## config.mk

```make
export PLATFORM = sky130hd
export DESIGN_NAME = mag_sq_feeder
export DESIGN_NICKNAME = d
export VERILOG_FILES = /design/src/rtl/mag_sq_pkg.sv /design/src/rtl/seq_squarer.sv /design/src/rtl/mag_sq_feeder.sv
export SDC_FILE = /design/constraint.sdc
export NUM_CORES = 1
export LEC_CHECK = 0
export CORE_ASPECT_RATIO = 1.75
export CORE_UTILIZATION = 55
export CTS_CLUSTER_DIAMETER = 120
export DETAILED_ROUTE_END_ITERATION = 8
export PLACE_DENSITY_LB_ADDON = 0.08
export SYNTH_ARGS = -nofsm -noshare
export SYNTH_HDL_FRONTEND = slang
export SYNTH_SLANG_ARGS = --single-unit
```

## constraint.sdc

```tcl
create_clock -name clk -period 5.5 [get_ports clk]
set_input_delay 1.65 -clock clk [delete_from_list [all_inputs] [get_ports clk]]
set_output_delay 1.65 -clock clk [all_outputs]
set_load 0.01 [all_outputs]
```

## src/rtl/mag_sq_pkg.sv

```systemverilog
// Shared types and sizing for the magnitude-squared feeder: FSM states,
// default component width and the bit-counter width derived from it.
package mag_sq_pkg;

  localparam int W_DEFAULT = 8;

  typedef enum logic [1:0] {
    IDLE  = 2'd0,
    MUL_X = 2'd1,
    MUL_Y = 2'd2,
    DONE  = 2'd3
  } state_t;

  function automatic int cnt_width(input int w);
    return (w > 1) ? $clog2(w) : 1;
  endfunction

  localparam int CNT_W_DEFAULT = cnt_width(W_DEFAULT);

endpackage

```

## src/rtl/seq_squarer.sv

```systemverilog
// Serial shift-add squarer datapath: walks the multiplier bits of one operand
// LSB first and presents the partial product (operand << i) for the caller to accumulate.
module seq_squarer
  import mag_sq_pkg::*;
#(
  parameter int W     = W_DEFAULT,
  parameter int CNT_W = cnt_width(W)
) (
  input  logic           clk,
  input  logic           rst,
  input  logic           start,
  input  logic           step,
  input  logic [W-1:0]   operand,
  output logic [2*W-1:0] addend,
  output logic           done
);

  logic [CNT_W-1:0] cnt;
  logic [2*W-1:0]   wide;

  // Counter wraps to 0 after the last bit so the next operand starts at bit 0.
  always_ff @(posedge clk or posedge rst) begin
    if (rst) begin
      cnt <= '0;
    end else if (start) begin
      cnt <= '0;
    end else if (step) begin
      cnt <= done ? '0 : cnt + CNT_W'(1);
    end
  end

  always_comb begin
    wide   = {{W{1'b0}}, operand} << cnt;
    addend = operand[cnt] ? wide : '0;
    done   = step && (cnt == CNT_W'(W - 1));
  end

endmodule

```

## src/rtl/mag_sq_feeder.sv

```systemverilog
// Computes x*x + y*y serially (W cycles per component) and hands the
// unsigned 2W-bit result to a downstream square-root stage with valid/ready.
module mag_sq_feeder
  import mag_sq_pkg::*;
#(
  parameter int W = W_DEFAULT
) (
  input  logic                clk,
  input  logic                rst,
  input  logic                in_valid,
  output logic                in_ready,
  input  logic signed [W-1:0] x,
  input  logic signed [W-1:0] y,
  output logic                out_valid,
  input  logic                out_ready,
  output logic [2*W-1:0]      out_data,
  output logic                busy
);

  localparam int CNT_W = cnt_width(W);

  state_t         state, nxt;
  logic [W-1:0]   ax, ay;
  logic [2*W-1:0] acc;
  logic [2*W-1:0] addend;
  logic [W-1:0]   operand;
  logic           start, step, sq_done;

  // Magnitude as W-bit unsigned; the most negative value maps to 2^(W-1).
  function automatic logic [W-1:0] abs_u(input logic signed [W-1:0] v);
    logic [W-1:0] t;
    t = v;
    return t[W-1] ? (~t + W'(1)) : t;
  endfunction

  assign start   = in_valid && in_ready;
  assign step    = (state == MUL_X) || (state == MUL_Y);
  assign operand = (state == MUL_Y) ? ay : ax;

  seq_squarer #(.W(W), .CNT_W(CNT_W)) u_sq (
    .clk     (clk),
    .rst     (rst),
    .start   (start),
    .step    (step),
    .operand (operand),
    .addend  (addend),
    .done    (sq_done)
  );

  always_ff @(posedge clk or posedge rst) begin
    if (rst) begin
      state    <= IDLE;
      ax       <= '0;
      ay       <= '0;
      acc      <= '0;
      out_data <= '0;
    end else begin
      state <= nxt;
      if (start) begin
        ax  <= abs_u(x);
        ay  <= abs_u(y);
        acc <= '0;
      end else if (step) begin
        acc <= acc + addend;
      end
      // Result is captured once so it survives the accumulator clear of the next sample.
      if (state == MUL_Y && sq_done) begin
        out_data <= acc + addend;
      end
    end
  end

  always_comb begin
    nxt       = state;
    in_ready  = 1'b0;
    out_valid = 1'b0;
    busy      = 1'b1;
    case (state)
      IDLE: begin
        in_ready = 1'b1;
        busy     = 1'b0;
        if (in_valid) nxt = MUL_X;
      end
      MUL_X: if (sq_done) nxt = MUL_Y;
      MUL_Y: if (sq_done) nxt = DONE;
      DONE: begin
        out_valid = 1'b1;
        if (out_ready) nxt = IDLE;
      end
      default: nxt = IDLE;
    endcase
  end

endmodule

```

==> flow_summary.ini, run 1 <==
[grt]
grt_start_max_net_pins = 54
grt_use_total_pct = 24.4
grt_overflow = 0
grt_pass1_wl_um = 13700
antenna_found_initial = 0
grt_pass1_vias = 3036

[cells_and_area]
final_common_cell = nand2_1
final_cell_mix = nand2_1 (62), dfrtp_1 (53), nor2_1 (44), o21ai_0 (42), clkdlybuf4s50_1 (38)
area_delta_synth_final_pct = 15.1
drive_above_1_share_pct = 6.86
diodes = 0
nets = 495
fillers = 561

[critical_path]
cpPeakStageDelay_ps = 590
critPathRequiredTime_ps = 5640
start_kind = flip-flop
cpLargestDelayFamily = compound AO/OA/AOI/OAI gates
reg2reg_depth = 13
path_buf_inv = 1
crit_type = reg2reg
cp.depth = 13
r2r_slack_ps = 1220
r2r-start = state[0]
cp_slowest_cell = ha_1
cp-end-kind = flip-flop
crit_chain = inv_1 -> ha_1 -> mux4_2 -> nor2_1 -> or3_1 -> a221oi_1 -> ha_1 -> a21o_1 -> a31o_1 -> a31o_1 -> a221oi_2 -> mux2i_1 -> a211oi_2
r2r-end = acc[14]
critPathMaxFanout = 17
critical_path_arrival_ps = 4420

[sta]
tightest_slew_ps = 1070
final.setup_skew_ps = 1.86
max_freq_mhz = 234
rsz0062_at_grt = false
setup_viol = 0
fin_crit_sh_pct = 77.8
fin_hold_ws_ps = 480
finalSetupTns_ps = 0
hold_viol_final = 0
period_needed_ps = 4280
relSlewSlack_pct = 28.3
drv_slew = 0

[detailed_routing]
wl_met3_um = 259
drt-total-wl_um = 7890
top_layer_used = met4
drt-met1-wl_um = 3090
drcViolationCount = 0
dr.pass1.iters = 4
initialDrtViolationCount = 223
vias = 3130
wl_per_cell_um = 14.8
drtAntennaViolNets = 0
avgViaCountPerCell = 5.86
dr_wl_met2_um = 4220

[yosys]
synthTopCellsByArea = dfrtp_1 (36%), ha_1 (7.7%), mux4_2 (6.6%)
yosysTopAreaCellShare_pct = 35.5
yosysSeqAreaShare_pct = 35.5
syn-num-nets = 471
ys_seq_elements = 53
syn_area_um2 = 3730
synthArstFlopShare_pct = 100
syn_inst = 427
synth_ff_type = dfrtp_1
syn_area_per_cell_um2 = 8.74
yosysUniqueCellTypes = 47
yosysTopAreaCell = dfrtp_1
synth_edf_count = 0
yosysWarnings = 0

[power_and_ir_drop]
p_leak_uw = 0.00192
ir_drop_mv = 0.304
power.density_nw_per_um2 = 566

[die]
dieArea_um2 = 7130
chipHeight_um = 111
die_width_um = 64.3
pin_count = 39
initial_core_util_pct = 57.1
core_area_um2 = 6540
std_cell_rows = 39

[min_path]
hold_depth = 2
hp-start = out_data[11]
min_to = out_data[11]
hold_class = reg2reg

[cts]
htreeDepth = 2
clock_path_buffers = 2
clkSinkCount = 53
cts_root_buffer = clkbuf_16
postCtsSetupRepairBufs = 0
post_cts_resized = 0
cts_tree = built
hold_buffers = 0
numCtsBuffers = 5
worstSkewPairLatency_ps = 290
path_clk_slew_ps = 70

[placement]
dp_hpwl_um = 6090
gp_congestion = 0.940
port_buffers = 38

[status]
outcome = finished, final reports clean

[job]
maxCapViolations = 0
[worst min-delay path: stages (launching register included)]
cell and delay, ps:
dfrtp_1 340, nand2_1 50, o21ai_0 60
[metal layers]
layer,vias up,global-route usage (%)
met5,-,0
met4,0,13.3
met3,24,4.22
met2,79,43.9
met1,1468,25.9
li1,1559,-
[kinds of logic (layout without fill, tap and decap cells)]
logic type	Yosys count	count (layout)	synth area share [%]
xor+xnor	20	20	4.69
mux	26	26	10.7
buf+inv	42	67	4.59
flops	53	53	35.5
compound gates	103	103	17.2
fa+ha+maj	24	24	8.24
simple gates	159	159	19.0
[flip-flops by register name (all words and copies together) (netlist names)]
register and flops:
out_data 16, state 2, ay 8, ax 8, acc 16, u_sq.cnt 3
[synth_stat cells, types with 3 or more instances]
cell,n
nor3_1,12
o211ai_1,4
clkbuf_1,15
ha_1,23
o31ai_1,3
buf_2,5
nor2b_1,6
o21a_1,8
xor2_1,14
o21ai_0,42
and2_1,4
a31oi_1,3
nand2_1,62
mux4_2,11
xnor2_1,6
mux2i_1,13
nand3_1,9
nor2_1,44
inv_1,17
dfrtp_1,53
nand2b_1,4
a21o_1,4
and3_1,5
buf_1,3
a21oi_1,22
or3_1,5
[metrics by stage]
| step | power [uW] | utilization, % | setup WS [ps] | instances | cell area (um2) |
|---|---|---|---|---|---|
| floorplan | 1740 | - | 1820 | 427 | 3730 |
| global placement | 2070 | 63.3 | 1410 | 526 | 4140 |
| detailed placement | 2100 | 63.3 | 1300 | 526 | 4140 |
| CTS | 2440 | 65.7 | 1240 | 534 | 4300 |
| global route | 2650 | 65.7 | 902 | 534 | 4300 |
| finish | 2430 | 65.7 | 1220 | 534 | 4300 |
[power by group]
| part | leakage, uW | total [uW] | internal [uW] | switching, uW |
|---|---|---|---|---|
| logic | 0.00115 | 1400 | 635 | 769 |
| registers | 0.000691 | 697 | 545 | 152 |
| clock network | 0.0000799 | 332 | 193 | 139 |
[worst max path at each step]
stage	startpoint	endpoint	slack (ps)
5_1_grt	state[0]	acc[13]	900
4_1_cts	state[0]	acc[14]	1240
2_1_floorplan	state[0]	acc[14]	1820
6_report	state[0]	acc[14]	1220
3_3_place_gp	state[0]	acc[14]	1410
3_5_place_dp	state[0]	acc[14]	1300
[area by class of cell]
cell class / count / area, um2 / area share [%]
Multi-Input combinational cell: 332 / 2240 / 52.0
Tap cell: 82 / 103 / 2.39
Clock buffer: 7 / 153 / 3.55
Timing Repair Buffer: 42 / 410 / 9.55
Inverter: 17 / 63.8 / 1.49
Clock inverter: 1 / 5.00 / 0.116
Sequential cell: 53 / 1330 / 30.9
Note: power is estimated with default switching activity, not from simulation.
==> run 2, diff against run 1 <==
==> constraint.sdc (replaced) <==
create_clock -name clk -period 4.2 [get_ports clk]
set_input_delay 1.26 -clock clk [delete_from_list [all_inputs] [get_ports clk]]
set_output_delay 1.26 -clock clk [all_outputs]
set_load 0.01 [all_outputs]
==> run 2 against run 1 <==
- first-iteration DRC count shrank 32%
- clock-buffer cell count fell by 1
- power rose by 32%
- register-to-register slack got worse by 900 ps
- final cell count rose by 1.1%
- die area unchanged
- wire length rose by 4.6%
- sequential power increased by 29%
- sequential share of layout area shrank 0.27 points
- critical path type unchanged
==> flow_summary.ini, run 2 (synthesized netlist as in run 1, its figures left out) <==
[cells_and_area]
drive_above_1_share_pct = 8.30
nets = 501
seq_area_um2 = 1330
diodes = 0
fillers = 569
final_cell_area_um2 = 4340
final_cell_mix = nand2_1 (62), dfrtp_1 (52), nor2_1 (44), o21ai_0 (41), clkdlybuf4s50_1 (38)
area_delta_synth_final_pct = 16.2
multi_input_area_um2 = 2240
largest_registers = acc x16, out_data x16
final_common_cell = nand2_1

[cts]
cts_root_buffer = clkbuf_16
hold_buffers = 0
clkSinkCount = 53
htreeDepth = 2
path_clk_slew_ps = 70
cts_tree = built
clock_path_buffers = 2
worstSkewPairLatency_ps = 290
numCtsBuffers = 5

[detailed_routing]
wl_per_cell_um = 15.3
drt-total-wl_um = 8250
avgViaCountPerCell = 5.81
initialDrtViolationCount = 151
vias = 3140
dr.pass1.iters = 4
drcViolationCount = 0
drtAntennaViolNets = 0

[sta]
tightest_slew_ps = 1060
fin_crit_sh_pct = 92.2
hold_viol_final = 0
relSlewSlack_pct = 29.5
setup_viol = 0
period_needed_ps = 3870
max_freq_mhz = 258
finalSetupTns_ps = 0
drv_slew = 0
rsz0062_at_grt = false
final.setup_skew_ps = 2.78

[critical_path]
reg2reg_depth = 14
r2r_slack_ps = 330
critPathRequiredTime_ps = 4340
cp-end-kind = flip-flop
r2r-start = state[0]
critical_path_arrival_ps = 4020
critPathMaxFanout = 10
start_kind = flip-flop
r2r-end = acc[14]
crit_type = reg2reg

[die]
die_width_um = 64.3
chipHeight_um = 111
dieArea_um2 = 7130
initial_core_util_pct = 57.1
std_cell_rows = 39
pin_count = 39
core_area_um2 = 6540

[status]
outcome = finished, final reports clean

[grt]
grt_start_max_net_pins = 54
grt_overflow = 0
antenna_found_initial = 0
grt_pass1_vias = 3181
grt_use_total_pct = 25.8
grt_pass1_wl_um = 14400

[job]
maxCapViolations = 0

[placement]
dp_hpwl_um = 6500
dpl_cell_area_um2 = 4200
port_buffers = 38
gp_congestion = 0.939

[power_and_ir_drop]
sequentialPowerShare_pct = 28.0
power.density_nw_per_um2 = 741
power_frac_comb_pct = 59.6
ir_drop_mv = 0.431
clkPwrFrac_pct = 12.3
p_leak_uw = 0.00194
switchingPower_uw = 1410
switching_share_pct = 44.0
internal_power_uw = 1800

[min_path]
hold_depth = 2
hold_class = reg2reg
hp-start = out_data[0]
min_to = out_data[0]
## run 2: changes by cell type in the layout (fill, tap and decap cells not counted), sizes merged
cell,before,now
buf,4,10
clkbuf,7,6
clkinv,1,2
## run 2: area by class of cell
cell class,count,share of cell area [%]
inverters,17,1.47
repair buffers,48,10.8
multi-input cells,332,51.6
flip-flops and latches,53,30.6
well taps,82,2.36
clock buffers,6,2.97
clock inverters,2,0.231
## run 2: critical path: stages, from the launching register on
cell and delay (ps):
dfrtp_1 410, inv_1 90, ha_2 320, mux4_2 520
nor2_1 80, or3_1 260, nand2_1 110, and3_1 170
ha_1 360, a21o_1 220, a31o_1 240, a31o_1 250
a221oi_2 290, mux2i_1 290, a211oi_2 100
## run 2: stage by stage
stage	cells	util, %	worst slack (ps)	hold WS (ps)	power, uW
5_1_grt	540	66.4	72.0	512	3510
3_3_place_gp	532	64.2	258	460	2770
2_1_floorplan	427	-	525	477	2270
4_1_cts	540	66.3	204	484	3230
6_report	540	66.4	327	481	3220
3_5_place_dp	532	64.2	232	469	2830
## run 2: worst max-delay path by stage
stage,from,slack (ps),endpoint,cells after the start
2_1_floorplan,state[0],520,acc[14],16
3_3_place_gp,state[0],260,acc[14],14
3_5_place_dp,state[0],230,acc[14],14
4_1_cts,state[0],200,acc[14],14
5_1_grt,state[0],70,out_data[10],14
6_report,state[0],330,acc[14],14
## run 2: repair_timing
action | 4_1_cts | 5_1_grt
resized for setup | 0 | 3
setup endpoints to repair | 0 | 8
buffers inserted | 0 | 0
## run 2: layer usage
metal	part of all wire (%)	track usage, %
met1	38	27.1
met5	0	0
met2	55	47.9
met4	4.0	12.7
met3	2.8	4.12
## run 2: power by group through the flow
stage	sequential (uW)	clock, uW	combinational (uW)
after floorplan	851	0	1420
after global placement	901	0	1870
after detailed placement	911	0	1910
after CTS	903	403	1920
after global routing	934	422	2150
final	901	397	1920
